[config.mk]
export PLATFORM = sky130hd
export DESIGN_NAME = mul_div_unit_flat
export DESIGN_NICKNAME = d
export VERILOG_FILES = /design/src/rtl/mdu_pkg.sv /design/src/rtl/mul_div_unit_if.sv /design/src/rtl/mdu_iter_core.sv /design/src/rtl/mul_div_unit.sv /design/src/flat_wrapper.sv
export SDC_FILE = /design/constraint.sdc
export NUM_CORES = 1
export LEC_CHECK = 0
export BUFFER_PORTS_ARGS = -buffer_cell sky130_fd_sc_hd__buf_2
export CORE_AREA = 3 3 170 172
export CTS_CLUSTER_SIZE = 12
export DETAILED_ROUTE_END_ITERATION = 8
export DIE_AREA = 0 0 173 175
export PLACE_DENSITY = 0.88
export SLEW_MARGIN = 20
export SYNTH_ARGS = -nofsm -noshare
export SYNTH_HDL_FRONTEND = slang
export SYNTH_SLANG_ARGS = --single-unit
[constraint.sdc]
create_clock -name clk -period 3.82 [get_ports clk]
set_clock_uncertainty 0.1 [all_clocks]
set_input_delay 0.191 -clock clk [delete_from_list [all_inputs] [get_ports clk]]
set_output_delay 0.191 -clock clk [all_outputs]
set_load 0.03 [all_outputs]
[src/rtl/mdu_pkg.sv]
// Shared constants, op encodings and FSM states for the iterative MIPS multiply/divide unit.
package mdu_pkg;

  localparam int XLEN  = 32;
  localparam int ITERS = 32;
  localparam int CNT_W = $clog2(ITERS);

  localparam logic [XLEN-1:0] DIV0_LO = 32'hFFFF_FFFF;

  typedef enum logic [1:0] {
    OP_MULT  = 2'b00,
    OP_MULTU = 2'b01,
    OP_DIV   = 2'b10,
    OP_DIVU  = 2'b11
  } mdu_op_e;

  typedef enum logic [1:0] {
    ST_IDLE = 2'b00,
    ST_RUN  = 2'b01,
    ST_FIX  = 2'b10
  } mdu_state_e;

  // Magnitude of a two's-complement value when it is treated as signed.
  function automatic logic [XLEN-1:0] abs_val(input logic [XLEN-1:0] v, input logic is_signed);
    return (is_signed && v[XLEN-1]) ? (~v + 1'b1) : v;
  endfunction

endpackage

[src/rtl/mul_div_unit_if.sv]
// Pipeline-facing bus of the multiply/divide unit: op launch, HI/LO moves and status.
interface mul_div_unit_if;
  import mdu_pkg::*;

  logic            start;
  mdu_op_e         op;
  logic [XLEN-1:0] rs_data;
  logic [XLEN-1:0] rt_data;
  logic            mt_hi;
  logic            mt_lo;
  logic            mf_sel;
  logic [XLEN-1:0] mf_data;
  logic            busy;
  logic            done;
  logic            div_zero;

  modport master (
    output start, op, rs_data, rt_data, mt_hi, mt_lo, mf_sel,
    input  mf_data, busy, done, div_zero
  );

  modport slave (
    input  start, op, rs_data, rt_data, mt_hi, mt_lo, mf_sel,
    output mf_data, busy, done, div_zero
  );

endinterface

[src/rtl/mdu_iter_core.sv]
// One unsigned iteration step: shift-add for multiply, restoring subtract for divide.
module mdu_iter_core
  import mdu_pkg::*;
(
  input  logic            is_div,
  input  logic [XLEN-1:0] acc_hi,
  input  logic [XLEN-1:0] acc_lo,
  input  logic [XLEN-1:0] operand,
  output logic [XLEN-1:0] next_hi,
  output logic [XLEN-1:0] next_lo
);

  logic [XLEN:0]   sum;
  logic [XLEN:0]   shifted;
  logic [XLEN-1:0] diff;

  // Multiply keeps the multiplier in acc_lo and shifts product bits in from the top;
  // divide keeps the partial remainder in acc_hi and shifts quotient bits into acc_lo.
  always_comb begin
    sum     = {1'b0, acc_hi} + {1'b0, operand};
    shifted = {acc_hi, acc_lo[XLEN-1]};
    diff    = shifted[XLEN-1:0] - operand;
    next_hi = acc_hi;
    next_lo = acc_lo;
    if (is_div) begin
      if (shifted >= {1'b0, operand}) begin
        next_hi = diff;
        next_lo = {acc_lo[XLEN-2:0], 1'b1};
      end else begin
        next_hi = shifted[XLEN-1:0];
        next_lo = {acc_lo[XLEN-2:0], 1'b0};
      end
    end else if (acc_lo[0]) begin
      {next_hi, next_lo} = {sum, acc_lo[XLEN-1:1]};
    end else begin
      {next_hi, next_lo} = {1'b0, acc_hi, acc_lo[XLEN-1:1]};
    end
  end

endmodule

[src/rtl/mul_div_unit.sv]
// Iterative MIPS MULT/MULTU/DIV/DIVU unit with HI/LO registers and MTHI/MTLO/MFHI/MFLO access.
// Define MDU_FAST_MULT_EN to compute multiplies in a single cycle with an inferred '*'.
module mul_div_unit
  import mdu_pkg::*;
(
  input  logic               clk,
  input  logic               rst,
  mul_div_unit_if.slave      bus
);

  mdu_state_e      state_q, state_d;
  logic [CNT_W-1:0] cnt_q, cnt_d;
  logic [XLEN-1:0] hi_q, hi_d;
  logic [XLEN-1:0] lo_q, lo_d;
  logic [XLEN-1:0] acc_hi_q, acc_hi_d;
  logic [XLEN-1:0] acc_lo_q, acc_lo_d;
  logic [XLEN-1:0] opb_q, opb_d;
  logic [XLEN-1:0] dividend_q, dividend_d;
  logic            is_div_q, is_div_d;
  logic            neg_q, neg_d;
  logic            rem_neg_q, rem_neg_d;
  logic            div0_q, div0_d;
  logic            done_q, done_d;
  logic            div_zero_q, div_zero_d;

  logic [XLEN-1:0]   core_hi, core_lo;
  logic              signed_op, a_neg, b_neg;
  logic [XLEN-1:0]   abs_a, abs_b;
  logic [2*XLEN-1:0] product;

  mdu_iter_core u_core (
    .is_div  (is_div_q),
    .acc_hi  (acc_hi_q),
    .acc_lo  (acc_lo_q),
    .operand (opb_q),
    .next_hi (core_hi),
    .next_lo (core_lo)
  );

  // Both multiply and divide start from {0, |A|}; sign handling is deferred to FIX.
  always_comb begin
    state_d    = state_q;
    cnt_d      = cnt_q;
    hi_d       = hi_q;
    lo_d       = lo_q;
    acc_hi_d   = acc_hi_q;
    acc_lo_d   = acc_lo_q;
    opb_d      = opb_q;
    dividend_d = dividend_q;
    is_div_d   = is_div_q;
    neg_d      = neg_q;
    rem_neg_d  = rem_neg_q;
    div0_d     = div0_q;
    div_zero_d = div_zero_q;
    done_d     = 1'b0;
    signed_op  = ~bus.op[0];
    a_neg      = signed_op & bus.rs_data[XLEN-1];
    b_neg      = signed_op & bus.rt_data[XLEN-1];
    abs_a      = abs_val(bus.rs_data, signed_op);
    abs_b      = abs_val(bus.rt_data, signed_op);
    product    = {acc_hi_q, acc_lo_q};

    case (state_q)
      ST_IDLE: begin
        if (bus.start) begin
          is_div_d   = bus.op[1];
          neg_d      = a_neg ^ b_neg;
          rem_neg_d  = a_neg;
          opb_d      = abs_b;
          dividend_d = bus.rs_data;
          acc_hi_d   = '0;
          acc_lo_d   = abs_a;
          cnt_d      = '0;
          div0_d     = bus.op[1] && (bus.rt_data == '0);
          div_zero_d = 1'b0;
          state_d    = ST_RUN;
          if (bus.op[1] && (bus.rt_data == '0)) begin
            state_d = ST_FIX;
          end
`ifdef MDU_FAST_MULT_EN
          if (!bus.op[1]) begin
            {acc_hi_d, acc_lo_d} = {{XLEN{1'b0}}, abs_a} * {{XLEN{1'b0}}, abs_b};
            state_d = ST_FIX;
          end
`endif
        end else begin
          if (bus.mt_hi) hi_d = bus.rs_data;
          if (bus.mt_lo) lo_d = bus.rs_data;
        end
      end

      ST_RUN: begin
        acc_hi_d = core_hi;
        acc_lo_d = core_lo;
        cnt_d    = cnt_q + 1'b1;
        if (cnt_q == CNT_W'(ITERS-1)) state_d = ST_FIX;
      end

      ST_FIX: begin
        state_d = ST_IDLE;
        done_d  = 1'b1;
        if (div0_q) begin
          hi_d       = dividend_q;
          lo_d       = DIV0_LO;
          div_zero_d = 1'b1;
        end else if (is_div_q) begin
          lo_d = neg_q ? (~acc_lo_q + 1'b1) : acc_lo_q;
          hi_d = rem_neg_q ? (~acc_hi_q + 1'b1) : acc_hi_q;
        end else begin
          if (neg_q) product = ~product + 1'b1;
          {hi_d, lo_d} = product;
        end
      end

      default: state_d = ST_IDLE;
    endcase
  end

  always_ff @(posedge clk) begin
    if (rst) begin
      state_q    <= ST_IDLE;
      cnt_q      <= '0;
      hi_q       <= '0;
      lo_q       <= '0;
      acc_hi_q   <= '0;
      acc_lo_q   <= '0;
      opb_q      <= '0;
      dividend_q <= '0;
      is_div_q   <= 1'b0;
      neg_q      <= 1'b0;
      rem_neg_q  <= 1'b0;
      div0_q     <= 1'b0;
      done_q     <= 1'b0;
      div_zero_q <= 1'b0;
    end else begin
      state_q    <= state_d;
      cnt_q      <= cnt_d;
      hi_q       <= hi_d;
      lo_q       <= lo_d;
      acc_hi_q   <= acc_hi_d;
      acc_lo_q   <= acc_lo_d;
      opb_q      <= opb_d;
      dividend_q <= dividend_d;
      is_div_q   <= is_div_d;
      neg_q      <= neg_d;
      rem_neg_q  <= rem_neg_d;
      div0_q     <= div0_d;
      done_q     <= done_d;
      div_zero_q <= div_zero_d;
    end
  end

  assign bus.busy     = (state_q != ST_IDLE);
  assign bus.done     = done_q;
  assign bus.div_zero = div_zero_q;
  assign bus.mf_data  = bus.mf_sel ? hi_q : lo_q;

endmodule
[src/flat_wrapper.sv]
// flat-port wrapper written by rule: the top's interface ports become plain ports
module mul_div_unit_flat import mdu_pkg::*;
  (clk, rst, bus_start, bus_op, bus_rs_data, bus_rt_data, bus_mt_hi, bus_mt_lo, bus_mf_sel, bus_mf_data, bus_busy, bus_done, bus_div_zero);
  mul_div_unit_if bus_i ();
  input  logic clk;
  input  logic rst;
  input wire logic [$bits(bus_i.start)-1:0] bus_start;
  input wire logic [$bits(bus_i.op)-1:0] bus_op;
  input wire logic [$bits(bus_i.rs_data)-1:0] bus_rs_data;
  input wire logic [$bits(bus_i.rt_data)-1:0] bus_rt_data;
  input wire logic [$bits(bus_i.mt_hi)-1:0] bus_mt_hi;
  input wire logic [$bits(bus_i.mt_lo)-1:0] bus_mt_lo;
  input wire logic [$bits(bus_i.mf_sel)-1:0] bus_mf_sel;
  output wire logic [$bits(bus_i.mf_data)-1:0] bus_mf_data;
  output wire logic [$bits(bus_i.busy)-1:0] bus_busy;
  output wire logic [$bits(bus_i.done)-1:0] bus_done;
  output wire logic [$bits(bus_i.div_zero)-1:0] bus_div_zero;
  assign bus_i.start = bus_start;
  assign bus_i.op = bus_op;
  assign bus_i.rs_data = bus_rs_data;
  assign bus_i.rt_data = bus_rt_data;
  assign bus_i.mt_hi = bus_mt_hi;
  assign bus_i.mt_lo = bus_mt_lo;
  assign bus_i.mf_sel = bus_mf_sel;
  assign bus_mf_data = bus_i.mf_data;
  assign bus_busy = bus_i.busy;
  assign bus_done = bus_i.done;
  assign bus_div_zero = bus_i.div_zero;
  mul_div_unit u_core (.clk(clk), .rst(rst), .bus(bus_i));
endmodule
==> metrics.txt <==
status complete, no violations; Nets ~2400; top post-synthesis cells by count 255 x nand2_1, 212 x a21oi_1, 212 x nor2_1, 205 x dfxtp_1, 144 x clkbuf_1; detailed placer's ending HPWL 40800 um; Top Usage Layer GRT met2; family with the most delay on the worst path compound AO/OA/AOI/OAI gates; DIE AREA 30300 um^2; critical path arrival 3.86 ns; area of the multi-input gates about 11000 um^2; Initial Util 0.592; vias in the first global route 16700; final setup TNS 0 ns; Tmin final around 3.5 ns; post-synth top area cell dfxtp_1; commonest register cell after synthesis dfxtp_1; Reg2Reg Setup Slack approximately 0.27 ns; number of CTS-inserted buffers 25; DR vias/cell 6.63; max_slew headroom 0.314; unrepaired setup endpoints after global routing no; routed len/inst 21.6 um; worst flop-to-flop path startpoint u_core.opb_q[18]$_SDFFE_PP0P_; warnings from Yosys 0; register area 4110 um^2; worst vdd ir about 0.28 mV; layout cells sized above 1 0.118; worst flop-to-flop path endpoint u_core.acc_hi_q[31]$_SDFFE_PP0P_; Port Buffers 106; overall routing resource usage 0.367; critical path's largest stage delay 0.44 ns; crit share post-route 0.929; first-pass GRT wire length 91300 um; Min-Delay Path Depth 4; Final setup violation count 0; fmax 0.282 GHz; Vias ~18000; WS Path Type flop to flop; Die Span Y 175 um; count of final max-slew check failures 0; M2 GR Usage 0.607; total core area 27600 um^2; Distinct cells, synth 83; most common cell in the synthesized netlist nand2_1; Max Cap Violations 0; Root Buffer clkbuf_16; Clock Latency Late Sink 0.55 ns; Post-synth EDFFs 0; H-Tree Depth 1; synth top area cells dfxtp_1 25%, a21oi_1 6.5%, nand2_1 5.9%; Layout Area Growth over Synthesis 14.3%; worst hold path type primary input to flop; Mapped Area 16300 um^2; post-synth top area share 0.251; row count 61; RePlAce Congestion 0.999; grt met1 use 0.456; IO Pins 107; P per Cell Area 361 nW/um^2; Antenna Violating Nets Remaining 0; CP Capture Type flop; fin util 0.676; Filler cells 2316; path depth of the worst reg2reg path 12; worst path required time a little over 4 ns; Clock Sinks 205; Post-synth ARST share 0; Mapped Cells 2200; total wire length a little under 60000 um; First-pass DRT Iterations 7; TritonCTS clock tree done; Seq/Total Area, Yosys 0.251; DRC viols 0; worst-path cell chain inv_1, ha_1, a211oi_1, o21ai_0, a221o_1, a21o_1, a31oi_1, o21ba_2, buf_12, nand2b_1, a21oi_1, a2111oi_0; # diodes 0; min-delay src bus_op[0]; Horiz. Die Dim 173 um; CTS Buffer Depth 3; Yosys reg bits 205; worst hold endpoint u_core.neg_q$_SDFFE_PP0P_; Starting DRT DRC Count 2452; CP Buf/Inv Count 2; endpoints failing hold 0; largest net degree at the start of global routing 166; Worst-Margin Slew 1.03 ns; Synth Net Count 2344; Worst-path clk slew 0.07 ns; crit start category flop; Mapped Avg Cell Area 7.43 um^2; grt ovf 0; leak pwr 7.59 nW; worst-path maximum fanout 40; Min Hold Slack 0.0379 ns; M3 GR Usage 0.0669; initial antenna violation count 0; slowest CP cell a2111oi_0
## sequential cells by signal (all words and copies together) (netlist names)
register and count:
u_core.opb_q 32, u_core.acc_lo_q 32, u_core.bus.done 1, u_core.dividend_q 32
u_core.cnt_q 5, u_core.div0_q 1, u_core.hi_q 32, u_core.acc_hi_q 32
u_core.rem_neg_q 1, u_core.lo_q 32, u_core.neg_q 1, u_core.bus.div_zero 1
u_core.is_div_q 1, u_core.state_q 2
## report_power, final
part,switching (mW),internal [mW]
clock,0.969,1.26
combinational,1.27,0.807
sequential,0.161,2.28
total,2.40,4.35
## routing by layer
layer	routed length (um)	up-vias
met3	5750	248
met4	3660	0
met1	22300	8237
met2	26400	1114
met5	0	-
li1	-	8204
## cell families after synthesis
logic type	share of synthesized area
simple gates	0.205
compound gates	0.283
buf+inv	0.0560
flops	0.251
xor+xnor	0.0868
mux	0.0622
fa+ha+maj	0.0560
## worst reg2reg max path, delay by kind of cell, from the launching register on
kind | cells | cell delay [ns]
adders and majority gates | 1 | 0.40
AOI/OAI and AO/OA | 8 | 2.04
and+or+nand+nor | 1 | 0.22
buffers and inverters | 2 | 0.28
DFF | 1 | 0.35
## layout make-up
cell class | instances | share of cell area
multi-input cells | 1757 | 0.608
flip-flops and latches | 205 | 0.220
repair buffers | 241 | 0.0943
clock buffers | 37 | 0.0375
well taps | 378 | 0.0253
inverters | 64 | 0.0129
clock inverters | 4 | 0.00221
## layout by cell type, fill, tap and decap left out, drive strengths merged, types with 8 or more instances in the layout
master       instances
o211ai              11
nand3               30
a21oi              213
or4                 19
o21bai              10
nand2              255
a2111oi             10
o21a                13
nor4                23
a31oi               19
a211oi             123
o41ai               12
ha                  70
nor2b               21
clkbuf              37
xor2                65
o21ai              124
and3                11
and2                 8
mux2                36
a211o                9
o221ai              30
a22o                14
a21o                32
a311oi               8
xnor2               97
or2                 11
dlygate4sd3         71
nor2               212
buf                170
nand2b              16
nand4               24
dfxtp              205
nor3                50
inv                 64
o31ai               29
or3                 23
mux2i               61
## how the worst max path moves through the flow
stage / start / end / slack, ns / cells after the start
after floorplan: u_core.acc_lo_q[0]$_SDFFE_PP0P_ / u_core.lo_q[22]$_SDFFE_PP0P_ / 0.33 / 13
after global placement: u_core.opb_q[18]$_SDFFE_PP0P_ / u_core.acc_hi_q[31]$_SDFFE_PP0P_ / 0.53 / 12
after detailed placement: u_core.opb_q[18]$_SDFFE_PP0P_ / u_core.acc_hi_q[31]$_SDFFE_PP0P_ / 0.37 / 12
after CTS: u_core.opb_q[18]$_SDFFE_PP0P_ / u_core.acc_hi_q[31]$_SDFFE_PP0P_ / 0.33 / 12
after global routing: u_core.opb_q[18]$_SDFFE_PP0P_ / u_core.acc_hi_q[31]$_SDFFE_PP0P_ / 0.13 / 12
final: u_core.opb_q[18]$_SDFFE_PP0P_ / u_core.acc_hi_q[31]$_SDFFE_PP0P_ / 0.27 / 12
## timing repair
| action | CTS | global route |
|---|---|---|
| resized for setup | 0 | 0 |
| endpoints found under the hold margin | 90 | 0 |
| buffers inserted | 0 | 0 |
| hold buffers | 71 | 0 |
## stage by stage
| stage | cells | power [mW] | instance area, um^2 | setup slack, ns |
|---|---|---|---|---|
| 6_report | 2686 | 6.74 | 18700 | 0.270 |
| 5_1_grt | 2686 | 7.01 | 18700 | 0.132 |
| 3_5_place_dp | 2574 | 4.41 | 17200 | 0.372 |
| 2_1_floorplan | 2200 | 3.84 | 16300 | 0.334 |
| 4_1_cts | 2686 | 6.67 | 18700 | 0.327 |
| 3_3_place_gp | 2574 | 4.37 | 17200 | 0.526 |
Power figures use the tool's default switching activity.
